### src/rtl/keypad_scanner.sv
// keypad_scanner: scans a 4x4 active-low matrix keypad and turns debounced presses into hex nibbles.
// Define KEYPAD_DEBOUNCE_EN to build multi-scan debounce; otherwise every scan is accepted directly.
module keypad_scanner #(
    parameter int SETTLE_CYCLES  = 1000,
    parameter int DEBOUNCE_SCANS = 4
) (
    input  logic        clk,
    input  logic        reset,
    input  logic [3:0]  row,
    input  logic        clear,
    output logic [3:0]  col,
    output logic [3:0]  key_code,
    output logic        key_valid,
    output logic        key_down,
    output logic [15:0] value
);

    localparam int            DW         = (SETTLE_CYCLES > 1) ? $clog2(SETTLE_CYCLES) : 1;
    localparam logic [DW-1:0] DWELL_LAST = DW'(SETTLE_CYCLES - 1);

    typedef enum logic [1:0] {
        RES_NONE,
        RES_KEY,
        RES_MULTI
    } res_kind_t;

    typedef struct packed {
        res_kind_t  kind;
        logic [3:0] code;
    } scan_res_t;

    typedef enum logic {
        RELEASED,
        PRESSED
    } state_t;

    if (SETTLE_CYCLES < 4 || DEBOUNCE_SCANS < 1) begin : g_bad_params
        $error("keypad_scanner: SETTLE_CYCLES must be >= 4 and DEBOUNCE_SCANS >= 1");
    end

    // Physical keypad layout, indexed by column*4 + row.
    function automatic logic [3:0] key_at(input logic [3:0] pos);
        logic [3:0] code;
        case (pos)
            4'd0:    code = 4'h1;
            4'd1:    code = 4'h4;
            4'd2:    code = 4'h7;
            4'd3:    code = 4'h0;
            4'd4:    code = 4'h2;
            4'd5:    code = 4'h5;
            4'd6:    code = 4'h8;
            4'd7:    code = 4'hF;
            4'd8:    code = 4'h3;
            4'd9:    code = 4'h6;
            4'd10:   code = 4'h9;
            4'd11:   code = 4'hE;
            4'd12:   code = 4'hA;
            4'd13:   code = 4'hB;
            4'd14:   code = 4'hC;
            default: code = 4'hD;
        endcase
        return code;
    endfunction

    logic [3:0] row_meta;
    logic [3:0] row_sync;

    // NOTE: non-blocking assignments make row_meta/row_sync a true two-stage chain;
    // blocking here would collapse both flops into one.
    always_ff @(posedge clk or posedge reset) begin
        if (reset) begin
            row_meta <= 4'hF;
            row_sync <= 4'hF;
        end else begin
            row_meta <= row;
            row_sync <= row_meta;
        end
    end

    logic [1:0]    col_idx;
    logic [DW-1:0] dwell;
    logic          sample;
    logic          scan_done;

    assign sample    = (dwell == DWELL_LAST);
    assign scan_done = sample && (col_idx == 2'd3);
    assign col       = ~(4'b0001 << col_idx);

    always_ff @(posedge clk or posedge reset) begin
        if (reset) begin
            col_idx <= 2'd0;
            dwell   <= '0;
        end else if (sample) begin
            col_idx <= col_idx + 2'd1;
            dwell   <= '0;
        end else begin
            dwell   <= dwell + 1'b1;
        end
    end

    // Active-high hit bits for columns 0..2; column 3 is evaluated live at its own sample edge.
    logic [2:0][3:0] hits;

    always_ff @(posedge clk or posedge reset) begin
        if (reset) begin
            hits <= '0;
        end else if (sample) begin
            case (col_idx)
                2'd0:    hits[0] <= ~row_sync;
                2'd1:    hits[1] <= ~row_sync;
                2'd2:    hits[2] <= ~row_sync;
                default: ;
            endcase
        end
    end

    logic [15:0] matrix;
    logic [4:0]  n_hits;
    logic [3:0]  hit_code;
    scan_res_t   cur;

    assign matrix = {~row_sync, hits};

    // NOTE: every always_comb output gets a default first, so no path can infer a latch.
    always_comb begin
        n_hits   = '0;
        hit_code = '0;
        for (int i = 0; i < 16; i++) begin
            if (matrix[i]) begin
                n_hits   = n_hits + 5'd1;
                hit_code = key_at(4'(i));
            end
        end
        cur.kind = RES_NONE;
        cur.code = 4'h0;
        if (n_hits == 5'd1) begin
            cur.kind = RES_KEY;
            cur.code = hit_code;
        end else if (n_hits > 5'd1) begin
            cur.kind = RES_MULTI;
        end
    end

    logic stable;

`ifdef KEYPAD_DEBOUNCE_EN
    localparam int            MW      = $clog2(DEBOUNCE_SCANS + 1);
    localparam logic [MW-1:0] MATCH_N = MW'(DEBOUNCE_SCANS);

    logic [MW-1:0] match_cnt;
    logic [MW-1:0] match_next;
    scan_res_t     prev_res;

    always_comb begin
        match_next = MW'(1);
        if (cur.kind == RES_MULTI) begin
            match_next = '0;
        end else if (cur == prev_res) begin
            match_next = (match_cnt == MATCH_N) ? match_cnt : match_cnt + 1'b1;
        end
    end

    assign stable = (cur.kind != RES_MULTI) && (match_next == MATCH_N);

    always_ff @(posedge clk or posedge reset) begin
        if (reset) begin
            match_cnt <= '0;
            prev_res  <= '{kind: RES_NONE, code: 4'h0};
        end else if (scan_done) begin
            match_cnt <= match_next;
            prev_res  <= cur;
        end
    end
`else
    assign stable = (cur.kind != RES_MULTI);
`endif

    state_t state_q;
    state_t state_d;
    logic   press_evt;

    always_ff @(posedge clk or posedge reset) begin
        if (reset) begin
            state_q <= RELEASED;
        end else begin
            state_q <= state_d;
        end
    end

    // A different stable key while PRESSED is ignored until a stable release.
    always_comb begin
        state_d   = state_q;
        press_evt = 1'b0;
        if (scan_done && stable) begin
            case (state_q)
                RELEASED: begin
                    if (cur.kind == RES_KEY) begin
                        press_evt = 1'b1;
                        state_d   = PRESSED;
                    end
                end
                PRESSED: begin
                    if (cur.kind == RES_NONE) begin
                        state_d = RELEASED;
                    end
                end
                default: state_d = RELEASED;
            endcase
        end
    end

    assign key_down = (state_q == PRESSED);

    // clear takes priority over the shift when both land on the same edge.
    always_ff @(posedge clk or posedge reset) begin
        if (reset) begin
            key_code  <= 4'h0;
            key_valid <= 1'b0;
            value     <= 16'h0000;
        end else begin
            key_valid <= press_evt;
            if (press_evt) begin
                key_code <= cur.code;
            end
            if (clear) begin
                value <= 16'h0000;
            end else if (press_evt) begin
                value <= {value[11:0], cur.code};
            end
        end
    end

endmodule

### config.mk
export PLATFORM = sky130hd
export DESIGN_NAME = keypad_scanner
export DESIGN_NICKNAME = d
export VERILOG_FILES = /design/src/rtl/keypad_scanner.sv
export SDC_FILE = /design/constraint.sdc
export NUM_CORES = 1
export LEC_CHECK = 0
export ABC_CLOCK_PERIOD_IN_PS = 12400
export CELL_PAD_IN_SITES_DETAIL_PLACEMENT = 1
export CELL_PAD_IN_SITES_GLOBAL_PLACEMENT = 1
export CORE_UTILIZATION = 45
export CTS_BUF_LIST = sky130_fd_sc_hd__clkbuf_16
export DETAILED_ROUTE_END_ITERATION = 12
export DONT_BUFFER_PORTS = 1
export GPL_ROUTABILITY_DRIVEN = 0
export PLACE_DENSITY = 0.81
export SYNTH_ARGS = -nofsm -noshare
export SYNTH_HDL_FRONTEND = slang
export SYNTH_SLANG_ARGS = --single-unit
### constraint.sdc
create_clock -name clk -period 12.4 [get_ports clk]
set_clock_uncertainty 0.2 [all_clocks]
set_input_delay 2.48 -clock clk [delete_from_list [all_inputs] [get_ports clk]]
set_output_delay 2.48 -clock clk [all_outputs]
set_load 0.005 [all_outputs]
==> summary.txt <==
Status
  • Outcome: completed

Global route
  • Vias in the first global route: 3,707
  • First-pass GRT wire length: 17.8 mm
  • Global-route total usage across every layer: 21.6%
  • Initial antenna violation count: 0
  • Pin count of the biggest net entering global routing: 55
  • Leftover overflow at the end of global routing: 0

Logic synthesis
  • Proportion of synthesized area in mux cells: 6.51%
  • Xor and xnor area share after synthesis: 16.7%
  • Portion of synthesized cell area occupied by the leading cell type: 25.5%
  • Simple-gate area share of the yosys netlist: a little over a fifth
  • Dominant combinational cell family by area after synthesis: simple AND/OR/NAND/NOR gates
  • Adder and majority cell fraction of the synthesized area: 6.54%
  • List of most frequent post-synthesis cells: nand2_1 (72), dfrtp_1 (46), nor2_1 (32)
  • Synth Register Bits: 54
  • Avg Synthesized Cell Area: between 8 and 9 sq um
  • Complex-gate fraction of the synthesized area: 14.3%
  • Number of enable flip-flop cells after synthesis: 0
  • Largest area contributor in the netlist: dfrtp_1
  • Number of instances in the synthesized netlist: 508
  • Netlist Area Pre-Place: 4520 sq um
  • Number of nets produced by synthesis: 537
  • Synth area leaders: dfrtp_1 (25%), ha_1 (6.1%), nand2_1 (6.0%)
  • Number of unique standard cell types used by synthesis: 75
  • Fraction of the yosys area taken by sequential cells: 30.1%
  • Primary flip-flop cell chosen by synthesis mapping: dfrtp_1
  • Number of warning messages in the yosys log: 0
  • Async set-reset flop share out of synthesis: 100%
  • Dominant cell by count in the synthesized netlist: nand2_1

Floorplanning
  • IO Count: 33
  • Core ar.: 9730 sq um
  • Die extent in x: 102 um
  • Initial standard-cell utilization of the core: a little under half
  • Site Rows: 36
  • Die footprint: 10,400 sq um
  • Die Ht: between 100 and 150 um

Detailed routing
  • First DRT Iteration DRCs: 83
  • Final antenna-violating net count: 0
  • Post-detailed-route DRC marker count: 0
  • Number of iterations in the first detailed-routing pass: 5
  • Routed vias: 3,514
  • Ratio of routed vias to standard cells: between 5 and 6
  • Wire length per cell after detailed routing: approximately 17 um
  • Routed wire length: 10.7 mm

Timing
  • Setup repair after global routing missed its margin: false
  • Slew at the pin closest to its max-slew limit: 1.08 ns
  • Highest Clock Rate: around 0.094 GHz
  • Post-route fraction of the period consumed by the critical path: 85.5%
  • Number of slew-limit violations in the final report: 0
  • Number of hold-slack violations in the final timing report: 0
  • Post-layout minimum cycle time: 10.60 ns
  • Final setup violating endpoints: 0
  • Summed negative setup slack over all endpoints: 0 ns
  • Slew HR: 28.2%

Critical path
  • Dominant cell type by count on the critical path: ha_1
  • Critical Path Fanout Max: 20
  • Kind of cell with the highest combined delay on the critical path: simple AND/OR/NAND/NOR gates
  • Data arrival time of the critical path: 10.58 ns
  • Kind of end point of the critical path: flop
  • Data required, critical path: around 12 ns
  • Max stage delay cell, worst path: xnor3_1
  • Worst setup path category: flop to flop
  • Biggest cell delay along the critical path: 0.52 ns
  • Sum of buffers and inverters on the critical path: 5
  • CP startpoint kind: flop

Clock network
  • Sinks on the clock net: 54
  • Max H-tree Level: 2
  • Post-cts gate resize count: 0
  • Clock buffer depth: 2
  • Clock Root Buffer: clkbuf_16
  • Hold-fix buffer count after cts: 0
  • Setup fix buffers added after clock tree synthesis: 0
  • Total clock buffers created by CTS: 5
  • CTS clock-pin slew for the worst setup and hold paths: 0.08 ns
  • Clock tree from TritonCTS: built
  • Clock insertion delay at the later pin of the skew report: 0.30 ns

Hold path
  • Type of the tightest min-delay check: flop to flop

Final layout
  • Fin nets: around 520
  • Antenna cells: 0
  • Register area: 1360 sq um
  • Multi-input logic area: 2940 sq um
  • Fraction of final layout cells sized beyond drive strength 1: 11.1%
  • Count of fill cells added during filler insertion: between 1,000 and 1,500
  • Relative area change from synthesis to final layout: 5.04%

Flow run
  • Max-capacitance violation count: 0

Placement
  • Number of port buffers: 0
  • Post-DP HPWL: just over 8 mm

Power and ir drop
  • VDD IR-drop max: approximately 90 uV
  • Power density normalized to cell area: 72.5 nW/um^2
  • LEAKAGE: ~2.1 nW
  • Total power draw: 0.344 mW
==> through the flow <==
step | hold slack, ns | worst slack, ns | utilization (%) | cells | area, sq um
after floorplan | 0.145 | 3.44 | - | 508 | 4520
after global placement | 0.146 | 2.45 | 47.2 | 621 | 4590
after detailed placement | 0.148 | 1.98 | 47.2 | 621 | 4590
after CTS | 0.152 | 1.85 | 48.8 | 629 | 4740
after global routing | 0.158 | 1.09 | 48.8 | 629 | 4740
final | 0.150 | 1.80 | 48.8 | 629 | 4740
==> cell families after synthesis <==
group                      count (synthesis)
and+or+nand+nor                          191
AOI/OAI and AO/OA                         96
xor gates and xnor gates                  64
DFF                                       54
buffers and inverters                     52
muxes                                     27
adders and majority gates                 24
==> registers in the layout (all words and copies together), names as in the netlist, named ones only <==
name       cells
hits          12
col_idx        2
row_meta       4
key_valid      1
row_sync       4
key_code       4
dwell         10
value         16
==> routing by layer <==
layer	up-vias	global-route usage (%)	share of wire, %
met1	1709	27.4	46
li1	1733	-	-
met4	0	7.25	1.8
met5	-	0	0
met3	17	2.46	2.5
met2	55	38.4	50
==> worst paths after layout <==
| check | start | endpoint | depth (start not counted) | slack [ns] |
|---|---|---|---|---|
| min reg2reg | row_meta[3] | row_sync[3] | 0 | 0.15 |
| max | hits[0] | key_code[1] | 43 | 1.80 |
| max reg2reg | hits[0] | key_code[1] | 43 | 1.80 |
| min in group asynchronous | reset | value[0] | 1 | 2.13 |
| min | row_meta[3] | row_sync[3] | 0 | 0.15 |
| max in group asynchronous | reset | dwell[8] | 1 | 9.22 |
==> layout by cell type, fill, tap and decap left out, drive strengths merged, types with 3 or more instances in the layout <==
| cell | Yosys | routed |
|---|---|---|
| and3 | 5 | 5 |
| mux2 | 7 | 7 |
| o211a | 3 | 3 |
| or3 | 7 | 7 |
| mux2i | 20 | 20 |
| o21ai | 31 | 31 |
| o21bai | 3 | 3 |
| nor3 | 14 | 14 |
| nand3 | 16 | 16 |
| or2 | 6 | 6 |
| xnor3 | 5 | 5 |
| a21oi | 21 | 21 |
| xor2 | 22 | 22 |
| dfrtp | 46 | 46 |
| nand3b | 3 | 3 |
| a32oi | 3 | 3 |
| a31oi | 8 | 8 |
| and2 | 4 | 4 |
| o211ai | 4 | 4 |
| nand4 | 4 | 4 |
| nor3b | 3 | 3 |
| clkbuf | 14 | 5 |
| xnor2 | 37 | 37 |
| ha | 22 | 22 |
| dfstp | 8 | 8 |
| nand2 | 72 | 72 |
| nor2b | 15 | 15 |
| nor2 | 33 | 33 |
| or4 | 3 | 3 |
| inv | 29 | 31 |
| o21a | 3 | 3 |
==> worst reg2reg max path, delay by kind of cell (launching register included) <==
family,cells,cell delay (ns)
buffers and inverters,5,0.65
XOR/XNOR,8,2.08
adder cells (fa/ha/maj),7,2.08
flip-flops,1,0.42
AO/OA/AOI/OAI,10,2.15
AND/OR/NAND/NOR,12,2.55
multiplexers,1,0.33
==> layout make-up <==
type | count | share of cell area, %
timing repair buffer | 2 | 0.316
sequential | 54 | 28.7
clock buffer | 5 | 2.64
inverter | 30 | 2.37
tap | 133 | 3.51
clock inverter | 3 | 0.554
multi-input combinational | 402 | 61.9
==> report_power, final <==
group | switching (mW) | total, mW | internal, mW
Combinational | 0.0129 | 0.0201 | 0.00723
Sequential | 0.00250 | 0.181 | 0.178
Clock | 0.0662 | 0.143 | 0.0767
No activity file was read; power rests on OpenSTA's default activity.
